**src/rtl/maj_net_tt_sweep_if.sv**
```systemverilog
// Request/result bundle for maj_net_tt_sweep: start/config in, status and truth table out.
interface maj_net_tt_sweep_if #(
    parameter int N_IN    = 7,
    parameter int N_GATES = 6,
    parameter int SELW    = $clog2(1 + N_IN + N_GATES),
    parameter int CFG_W   = N_GATES * (3 * SELW + 3) + 1
);
    logic                 start_i;
    logic [CFG_W-1:0]     cfg_i;
    logic                 busy_o;
    logic                 done_o;
    logic [2**N_IN-1:0]   tt_o;
    logic                 cfg_err_o;

    modport master (
        output start_i, cfg_i,
        input  busy_o, done_o, tt_o, cfg_err_o
    );

    modport slave (
        input  start_i, cfg_i,
        output busy_o, done_o, tt_o, cfg_err_o
    );
endinterface

```
**src/rtl/maj_net_tt_sweep.sv**
```systemverilog
// Programmable majority-gate network swept over all input minterms to build its truth table.
// Optional popcount output ones_o is enabled by defining MAJ_NET_TT_POPCOUNT_EN.
module maj_net_tt_sweep #(
    parameter int N_IN    = 7,
    parameter int N_GATES = 6,
    parameter int SELW    = $clog2(1 + N_IN + N_GATES),
    parameter int CFG_W   = N_GATES * (3 * SELW + 3) + 1
) (
    input  logic               clk,
    input  logic               rst,
    maj_net_tt_sweep_if.slave  bus
`ifdef MAJ_NET_TT_POPCOUNT_EN
    ,
    output logic [N_IN:0]      ones_o
`endif
);
    localparam int GW   = 3 * SELW + 3;
    localparam int NOPS = 1 + N_IN + N_GATES;
    localparam int NSEL = 2 ** SELW;
    localparam int TT_W = 2 ** N_IN;

    typedef enum logic [1:0] {
        IDLE,
        SWEEP,
        DONE
    } state_t;

    state_t             r_state;
    logic [N_IN:0]      r_cnt;
    logic [CFG_W-1:0]   r_cfg;
    logic [TT_W-1:0]    r_tt;
    logic               r_busy;
    logic               r_done;
    logic               r_err;
`ifdef MAJ_NET_TT_POPCOUNT_EN
    logic [N_IN:0]      r_ones;
`endif

    logic               w_f;
    logic               w_cfg_err;

    // Gates resolved in order; ops holds not-yet-evaluated gates (j >= k) at 0,
    // so forward/self references and out-of-range padding read as 0 for free.
    always_comb begin : eval
        logic [N_GATES-1:0] v;
        logic [NSEL-1:0]    ops;
        logic [SELW-1:0]    s;
        logic [2:0]         op;
        v   = '0;
        ops = '0;
        s   = '0;
        op  = '0;
        for (int unsigned k = 0; k < N_GATES; k++) begin
            ops = '0;
            ops[NOPS-1:0] = {v, r_cnt[N_IN-1:0], 1'b0};
            for (int unsigned i = 0; i < 3; i++) begin
                s     = r_cfg[k*GW + i*SELW +: SELW];
                op[i] = ops[s] ^ r_cfg[k*GW + 3*SELW + i];
            end
            v[k] = (op[0] & op[1]) | (op[0] & op[2]) | (op[1] & op[2]);
        end
        w_f = v[N_GATES-1] ^ r_cfg[CFG_W-1];
    end

    // Gate k may only reference const, inputs, or w0..w{k-1}: index <= N_IN + k.
    always_comb begin : chk
        w_cfg_err = 1'b0;
        for (int unsigned k = 0; k < N_GATES; k++) begin
            for (int unsigned i = 0; i < 3; i++) begin
                if (int'(bus.cfg_i[k*GW + i*SELW +: SELW]) > N_IN + int'(k))
                    w_cfg_err = 1'b1;
            end
        end
    end

    always_ff @(posedge clk) begin
        if (rst) begin
            r_state <= IDLE;
            r_cnt   <= '0;
            r_cfg   <= '0;
            r_tt    <= '0;
            r_busy  <= 1'b0;
            r_done  <= 1'b0;
            r_err   <= 1'b0;
`ifdef MAJ_NET_TT_POPCOUNT_EN
            r_ones  <= '0;
`endif
        end else begin
            case (r_state)
                IDLE: begin
                    r_done <= 1'b0;
                    if (bus.start_i) begin
                        r_cfg   <= bus.cfg_i;
                        r_err   <= w_cfg_err;
                        r_cnt   <= '0;
                        r_tt    <= '0;
                        r_busy  <= 1'b1;
`ifdef MAJ_NET_TT_POPCOUNT_EN
                        r_ones  <= '0;
`endif
                        r_state <= SWEEP;
                    end
                end
                SWEEP: begin
                    r_tt[r_cnt[N_IN-1:0]] <= w_f;
                    r_cnt <= r_cnt + 1'b1;
`ifdef MAJ_NET_TT_POPCOUNT_EN
                    r_ones <= r_ones + {{N_IN{1'b0}}, w_f};
`endif
                    if (r_cnt[N_IN-1:0] == '1) begin
                        r_busy  <= 1'b0;
                        r_done  <= 1'b1;
                        r_state <= DONE;
                    end
                end
                DONE: begin
                    r_done  <= 1'b0;
                    r_state <= IDLE;
                end
                default: begin
                    r_state <= IDLE;
                end
            endcase
        end
    end

    assign bus.busy_o    = r_busy;
    assign bus.done_o    = r_done;
    assign bus.tt_o      = r_tt;
    assign bus.cfg_err_o = r_err;
`ifdef MAJ_NET_TT_POPCOUNT_EN
    assign ones_o        = r_ones;
`endif
endmodule
```
**src/flat_wrapper.sv**
```systemverilog
// flat-port wrapper written by rule: the top's interface ports become plain ports
module maj_net_tt_sweep_flat 
#(
    parameter int N_IN    = 7,
    parameter int N_GATES = 6,
    parameter int SELW    = $clog2(1 + N_IN + N_GATES),
    parameter int CFG_W   = N_GATES * (3 * SELW + 3) + 1
)
  (clk, rst, bus_start_i, bus_cfg_i, bus_busy_o, bus_done_o, bus_tt_o, bus_cfg_err_o);
  maj_net_tt_sweep_if #(.N_IN(N_IN), .N_GATES(N_GATES), .SELW(SELW), .CFG_W(CFG_W)) bus_i ();
  input  logic clk;
  input  logic rst;
  input wire logic [$bits(bus_i.start_i)-1:0] bus_start_i;
  input wire logic [$bits(bus_i.cfg_i)-1:0] bus_cfg_i;
  output wire logic [$bits(bus_i.busy_o)-1:0] bus_busy_o;
  output wire logic [$bits(bus_i.done_o)-1:0] bus_done_o;
  output wire logic [$bits(bus_i.tt_o)-1:0] bus_tt_o;
  output wire logic [$bits(bus_i.cfg_err_o)-1:0] bus_cfg_err_o;
  assign bus_i.start_i = bus_start_i;
  assign bus_i.cfg_i = bus_cfg_i;
  assign bus_busy_o = bus_i.busy_o;
  assign bus_done_o = bus_i.done_o;
  assign bus_tt_o = bus_i.tt_o;
  assign bus_cfg_err_o = bus_i.cfg_err_o;
  maj_net_tt_sweep #(.N_IN(N_IN), .N_GATES(N_GATES), .SELW(SELW), .CFG_W(CFG_W)) u_core (.clk(clk), .rst(rst), .bus(bus_i));
endmodule
```
**config.mk**
```make
export PLATFORM = sky130hd
export DESIGN_NAME = maj_net_tt_sweep_flat
export DESIGN_NICKNAME = d
export VERILOG_FILES = /design/src/rtl/maj_net_tt_sweep_if.sv /design/src/rtl/maj_net_tt_sweep.sv /design/src/flat_wrapper.sv
export SDC_FILE = /design/constraint.sdc
export NUM_CORES = 1
export LEC_CHECK = 0
export BUFFER_PORTS_ARGS = -buffer_cell sky130_fd_sc_hd__buf_2
export CAP_MARGIN = 20
export CORE_ASPECT_RATIO = 0.9
export CORE_MARGIN = 4
export CORE_UTILIZATION = 60
export CTS_BUF_LIST = sky130_fd_sc_hd__clkbuf_4 sky130_fd_sc_hd__clkbuf_8
export CTS_CLUSTER_SIZE = 25
export DETAILED_ROUTE_END_ITERATION = 7
export PLACE_DENSITY = 0.95
export SLEW_MARGIN = 0
export SYNTH_ARGS = -nofsm -noshare
export SYNTH_HDL_FRONTEND = slang
export SYNTH_SLANG_ARGS = --single-unit
```
**constraint.sdc**
```tcl
create_clock -name clk -period 16.1 [get_ports clk]
set_input_delay 4.83 -clock clk [delete_from_list [all_inputs] [get_ports clk]]
set_output_delay 4.83 -clock clk [all_outputs]
set_load 0.02 [all_outputs]
```
## Word level (Yosys, flattened, before mapping)

Cells that the tools add are included.

| word-level totals | value |
|---|---|
| register bits after elaboration | 232 |
| input port bits | 94 |
| output and inout bits | 131 |
| word-level logic and storage cells | 179 |

| cells by class | value |
|---|---|
| $add $sub $neg | 1 |
| order comparisons | 38 |
| equality and inequality tests | 5 |
| multiplexer cells | 69 |
| bitwise logic cells | 49 |
| reduce and logical (&&, ||, !) cells | 10 |

Operators with widths:

| kind | count |
|---|---|
| one-hot mux 128 bit (2 select lines) | 1 |
| bitwise mux 128 bit | 1 |
| two-way mux 128 bit | 1 |
| < comparator 4 x 5 -> 1 bit, second input constant | 18 |
| binary-select mux 1 bit (select 4 bit) | 18 |
| > comparator 4 bit, second input constant | 15 |
| two-way mux 1 bit | 40 |
| XOR 1 bit | 19 |
| bitwise AND 1 bit | 18 |
| one-hot mux 8 bit (2 select lines) | 1 |
| > comparator 4 x 3 -> 1 bit, second input constant | 3 |
| OR 1 bit | 12 |
| adder 8 x 1 -> 8 bit, second input constant | 1 |
| < comparator 7 x 8 -> 1 bit, second input constant | 1 |
| two-way mux 8 bit | 1 |
| AND reduction 2 bit | 4 |
| demux 1 bit (select 7 bit) | 1 |
| == test 7 bit, second input constant | 1 |
| greater-or-equal comparator 7 x 1 -> 1 bit, second input constant | 1 |
| two-way mux 2 bit | 2 |
| one-hot mux 1 bit (2 select lines) | 2 |
| one-hot mux 2 bit (2 select lines) | 1 |
| nonzero test 2 bit | 2 |
| AND reduction 3 bit | 1 |
| other kinds (7) | 7 |

## Logic depth before layout (Yosys ltp)

| logic depth | value |
|---|---|
| word-level depth | 39 |
| depth in mapped cells | 25 |
| gate-level depth less buffers | 20 |

## Worst setup path after synthesis

No wires, ideal clock.

| path | value |
|---|---|
| path kind | input-to-reg |
| start point | input bus_start_i |
| end point | register u_core.r_tt[126], in the netlist u_core.bus.tt_o[126] |
| arrival time | 6.232 ns |
| required time | 16.004 ns |
| path slack | 9.772 ns |
| stages | 8 |
| path buffers | 4 |
| path through | and2_1 clkbuf_1 nor2_1 clkbuf_1 clkbuf_1 clkbuf_1 o211ai_1 o41ai_2 |

| on the way | value |
|---|---|
| word-level cells in the longest chain between the ends | 2 |

Ends and longest elaborated chain:

| element | RTL line | text |
|---|---|---|
| start, declared | flat_wrapper.sv:13 | `input wire logic [$bits(bus_i.start_i)-1:0] bus_start_i;` |
| != test 2 bit (no line) | n/a |  |
| AND reduction 2 bit (no line) | n/a |  |
| end signal, assigned by index | maj_net_tt_sweep.sv:105 | `r_tt[r_cnt[N_IN-1:0]] <= w_f;` |
| end, declared | maj_net_tt_sweep.sv:31 | `logic [TT_W-1:0] r_tt;` |

Every way passes these cells.
A chain may end at the register's enable or synchronous reset.

## Final worst setup path

| path | value |
|---|---|
| start point | register u_core.r_cnt[1] |
| end point | register u_core.r_tt[36], in the netlist u_core.bus.tt_o[36] |

| on the way | value |
|---|---|
| word-level cells in the longest chain between the ends | 39 |
| elaborated cells on any way between the ends | 92 |
| those cells by class | order compare (2); mux (40); bitwise (49); reduce/logical (1) |

Ends and longest elaborated chain:

| element | RTL line | text |
|---|---|---|
| start, declared | maj_net_tt_sweep.sv:29 | `logic [N_IN:0] r_cnt;` |
| start signal, assigned | maj_net_tt_sweep.sv:106 | `r_cnt <= r_cnt + 1'b1;` |
| binary-select mux 1 bit (select 4 bit) | maj_net_tt_sweep.sv:58 | `op[i] = ops[s] ^ r_cfg[k*GW + 3*SELW + i];` |
| two-way mux 1 bit (implied by the code) | maj_net_tt_sweep.sv:58 |  |
| XOR 1 bit | maj_net_tt_sweep.sv:58 |  |
| bitwise AND 1 bit | maj_net_tt_sweep.sv:60 | `v[k] = (op[0] & op[1]) \| (op[0] & op[2]) \| (op[1] & op[2]);` |
| OR 1 bit (2 in series) | maj_net_tt_sweep.sv:60 |  |
| binary-select mux 1 bit (select 4 bit) | maj_net_tt_sweep.sv:58 |  |
| two-way mux 1 bit (implied by the code) | maj_net_tt_sweep.sv:58 |  |
| XOR 1 bit | maj_net_tt_sweep.sv:58 |  |
| [21 not listed] | n/a |  |
| binary-select mux 1 bit (select 4 bit) | maj_net_tt_sweep.sv:58 |  |
| two-way mux 1 bit (implied by the code) | maj_net_tt_sweep.sv:58 |  |
| XOR 1 bit | maj_net_tt_sweep.sv:58 |  |
| bitwise AND 1 bit | maj_net_tt_sweep.sv:60 |  |
| OR 1 bit (2 in series) | maj_net_tt_sweep.sv:60 |  |
| XOR 1 bit | maj_net_tt_sweep.sv:62 | `w_f = v[N_GATES-1] ^ r_cfg[CFG_W-1];` |
| bitwise mux 128 bit (*) | maj_net_tt_sweep.sv:105 |  |
| one-hot mux 128 bit (2 select lines) (*) | maj_net_tt_sweep.sv:89 | `case (r_state)` |

Mark *: on every way between the ends. The rest lies on a longest branch, timed or not. The select of a mux whose other input is x is not followed.

==> results.md <==
Routing:
- The first TritonRoute pass finished after 6 iterations.
- The iteration-0 DRC count of the detailed router is 1499.
- The routed via count is 12797.
- After detailed routing, the number of vias per cell comes to 6.67.
- The DRC violation count after routing is 0.
- The final layout contains routed wiring with a total length of 38100 um.
- The count of nets left with antenna violations once routing finished came out at 0.
- Dividing the detail-routed wire length by the instance count gives 19.8 um.

Die:
- The placeable core area is 0.0202 mm2.
- The overall die area is 0.0232 mm2.
- The I/O pin count is 225.
- The floorplan step set the die height to 145 um.
- The floorplan has 49 rows.
- The horizontal die dimension is 160 um.
- Once the floorplan was initialized, standard cells occupied 61.6% of the core.

Hold path:
- The worst hold path depth is 2.
- In this run the worst hold path is classified as reg -> reg.
- For hold timing, the worst endpoint is u_core.bus.tt_o[53]$_SDFFE_PP0P_.
- In this run the most critical hold path is launched from u_core.bus.tt_o[53]$_SDFFE_PP0P_.

Setup path:
- The count of buffering cells on the critical path with inverters included is 2.
- The data required time at the worst endpoint is 16480 ps.
- In this design, the largest share of critical-path delay is due to compound AO/OA/AOI/OAI gates.
- The most frequent cell on the critical path is o31ai_1.
- Data arrives at the worst endpoint at 8360 ps.
- The critical path is of the reg -> reg type.
- Traced cell by cell, the critical path runs through nor2b_1 > a221oi_2 > o31ai_1 > nand4_1 > a2111oi_0 > nor3_1 > a21oi_1 > o211ai_1 > maj3_2 > o41a_1 > and4bb_1 > nor2_1 > o31ai_1 > xnor2_1 > nor3_1 > o311a_1 > or3_1 > maj3_2 > xor2_4 > buf_4 > buf_4 > o31ai_1.
- The highest fanout seen on the critical path is 61.
- The slowest stage of the critical path belongs to the cell buf_4.
- The reg-to-reg critical path startpoint is u_core.r_cnt[1]$_SDFFE_PP0P_.
- The worst setup path is captured at a flip-flop.
- The endpoint of the worst register-to-register path is u_core.bus.tt_o[36]$_SDFFE_PP0P_.
- The critical path startpoint category is a flip-flop.
- The worst register-to-register path has a depth of 22.
- The reg2reg setup slack is 8120 ps.
- For this run, the slowest stage of the critical path takes 780 ps.

Power:
- For this design the static power due to leakage is 5.49 nW.
- The total power per unit cell area is 95.1 mW/mm2.
- The largest voltage drop on the vdd net is 77.2 uV.

CTS:
- The TritonCTS clock tree is yes.
- The clock input transition at the sequential cells of the worst setup and hold paths is 70 ps.
- The clock drives 231 sinks.
- The quantity of gates resized following cts is 0.
- The number of H-tree levels is 2.
- Hold repair after CTS inserted 0 buffers.
- Counting along the longest clock path gives a buffer depth of 3.
- Buffers inserted during clock tree synthesis total 37.
- The number of buffers added for setup after CTS is 0.
- The root buffer cell is clkbuf_8.
- The clock insertion delay at the later pin of the skew report is 550 ps.

STA:
- The worst relative slew slack is 21.2%.
- The worst path in the final design needs a cycle of 7980 ps, including I/O delays and setup.
- The final critical path takes up 49.6% of the cycle.
- The count of final max-slew check failures is 0.
- Setup repair after global routing left no endpoint under its margin.
- The setup violation total in the final timing report is 0.
- The slew at the pin closest to its max-slew limit is 1170 ps.
- The clock arrives with 22.6 ps of skew.
- Summed over all failing endpoints, the final setup total negative slack is 0 ps.
- The maximum clock rate is 0.125 GHz.
- Setup slack closes at 8120 ps.
- The count of endpoints failing hold in the final timing report came to 0.

Yosys:
- The cell count after synthesis came out at 1480.
- The mapped netlist covers 0.0125 mm2.
- By area the synthesized netlist is led by dfxtp_1 37%, nand2_1 9.2%, o41ai_2 6.3%.
- Sequential cells were found to cover 37.1% of the synthesized design area.
- Among all flip-flop cells after synthesis, the most frequent one is dfxtp_1.
- Counting every net in the synthesized netlist gives 1575.
- The Yosys warning count is 0.
- Of all flip-flops after synthesis, the portion carrying an async set or reset was 0%.
- The most area-hungry cell type in the Yosys netlist is dfxtp_1.
- The synthesized design contains 231 register bits.
- The distinct cell type count of the synthesized netlist is 77.
- The synthesized design devotes to its leading area cell type 37.1% of total area.
- The mean area per synthesized cell is 8.43 um2.
- In this run, synthesis inferred 0 flip-flops with an integrated enable.

Global route:
- The global-route congestion overflow total is 0.
- The initial antenna violation count is 3.
- The via count of the first global-routing pass is 12204.
- Across every metal layer, demand over resource in global routing totals 31.3%.
- Entering global routing, the biggest net connects 101 pins.
- The first global-routing pass estimated 60700 um of wire.

Placed design:
- Port buffering added 224 buffers.
- At the end of routability-driven placement, the weighted congestion stood at 0.891.
- The half-perimeter wire length after detailed placement is 25300 um.
- The setup slack after placement is 8360 ps.
- After detailed placement, the total cell area comes to 0.0136 mm2.

Status:
- The run finished with clean final reports.

Cells and area:
- The leading cell type in the layout, fill and taps excluded is nand2_1.
- The fraction of final layout cells sized beyond drive strength 1 is 25.8%.
- The layout filler cell count is 1472.
- Relative to the synthesized area, the layout overhead comes to 15.3%.
- The design area is 0.0144 mm2.
- Leaving out fill and tap cells, the most frequent cells in the layout are 303 x nand2_1, 231 x dfxtp_1, 223 x buf_2.
- The net count of the finished layout is 1731.

Flow run:
- The number of maximum-capacitance violations is 0.
==> flip-flops by register name, indices dropped and copies added (netlist names) <==
register,cells
u_core.r_cfg,91
u_core.r_state,2
u_core.bus.done_o,1
u_core.bus.tt_o,128
u_core.r_cnt,7
u_core.bus.cfg_err_o,1
u_core.bus.busy_o,1
==> power by group <==
group	internal, W	total (W)	switching [W]	leakage (nW)
Sequential	0.000592	0.000618	0.0000256	1.88
Combinational	0.0000623	0.000199	0.000137	3.18
Clock	0.000306	0.000551	0.000245	0.433
==> metrics by stage <==
| stage | hold WS, ps | cells | power, W | util [%] |
|---|---|---|---|---|
| floorplan | 436 | 1480 | 0.000767 | - |
| global placement | 450 | 1851 | 0.000814 | 67.0 |
| detailed placement | 462 | 1852 | 0.000822 | 67.0 |
| CTS | 471 | 1917 | 0.00137 | 71.0 |
| global route | 495 | 1919 | 0.00142 | 71.1 |
| finish | 470 | 1919 | 0.00137 | 71.1 |
==> synthesized netlist by cell type (12+ instances only) <==
cell      number
nand3_1       81
nor2b_1       13
o31ai_2       20
a21oi_1      115
o41ai_1       12
a211oi_1      13
nor2_1        85
o21ai_0       20
mux2i_1       14
mux2_2        15
o211ai_1      75
a32oi_1       19
clkbuf_1     106
mux4_2        21
dfxtp_1      231
o21a_1        22
nor3_1        25
inv_1         21
nand2_1      304
or3_1         31
o41ai_2       48
o31ai_1       32
==> logic make-up (layout without fill, tap and decap cells) <==
family / Yosys count / in the layout / share of synthesized area [%]
and+or+nand+nor: 601 / 601 / 21.9
muxes: 51 / 51 / 6.36
other: 0 / 2 / 0
adders and majority gates: 6 / 6 / 0.522
xor gates and xnor gates: 7 / 7 / 0.552
buffers and inverters: 148 / 330 / 4.92
DFF: 231 / 231 / 37.1
AOI/OAI and AO/OA: 436 / 436 / 28.6
==> final cells by class <==
class                      count  area [um2]  share of cell area [%]
inverter                      21        78.8                   0.548
clock inverter                 9        91.3                   0.635
tap                          255         319                    2.22
multi-input combinational   1101        7260                    50.5
clock buffer                  56         721                    5.01
sequential                   231        4620                    32.2
timing repair buffer         244        1280                    8.90
antenna                        2        5.00                  0.0348
==> layer usage <==
layer	global-route usage, %	part of all wire, %
met1	40.0	39
met2	50.7	46
met3	7.31	10
met4	15.0	4.5
met5	0	0.032
==> worst min-delay path, stage by stage (launching register included) <==
cell     delay (ps)
dfxtp_1         310
nand3_1          60
o31ai_1          60
==> how the worst max path moves through the flow <==
stage | startpoint | endpoint | slack [ps] | cells after the start
floorplan | bus_start_i | u_core.bus.tt_o[126]$_SDFFE_PP0P_ | 9770 | 8
global placement | bus_start_i | u_core.bus.tt_o[28]$_SDFFE_PP0P_ | 8420 | 8
detailed placement | bus_start_i | u_core.bus.tt_o[59]$_SDFFE_PP0P_ | 8360 | 8
CTS | u_core.r_cnt[3]$_SDFFE_PP0P_ | u_core.bus.tt_o[36]$_SDFFE_PP0P_ | 8310 | 22
global route | u_core.r_cnt[3]$_SDFFE_PP0P_ | u_core.bus.tt_o[36]$_SDFFE_PP0P_ | 7680 | 22
finish | u_core.r_cnt[1]$_SDFFE_PP0P_ | u_core.bus.tt_o[36]$_SDFFE_PP0P_ | 8120 | 22
Note: power is estimated with default switching activity, not from simulation.
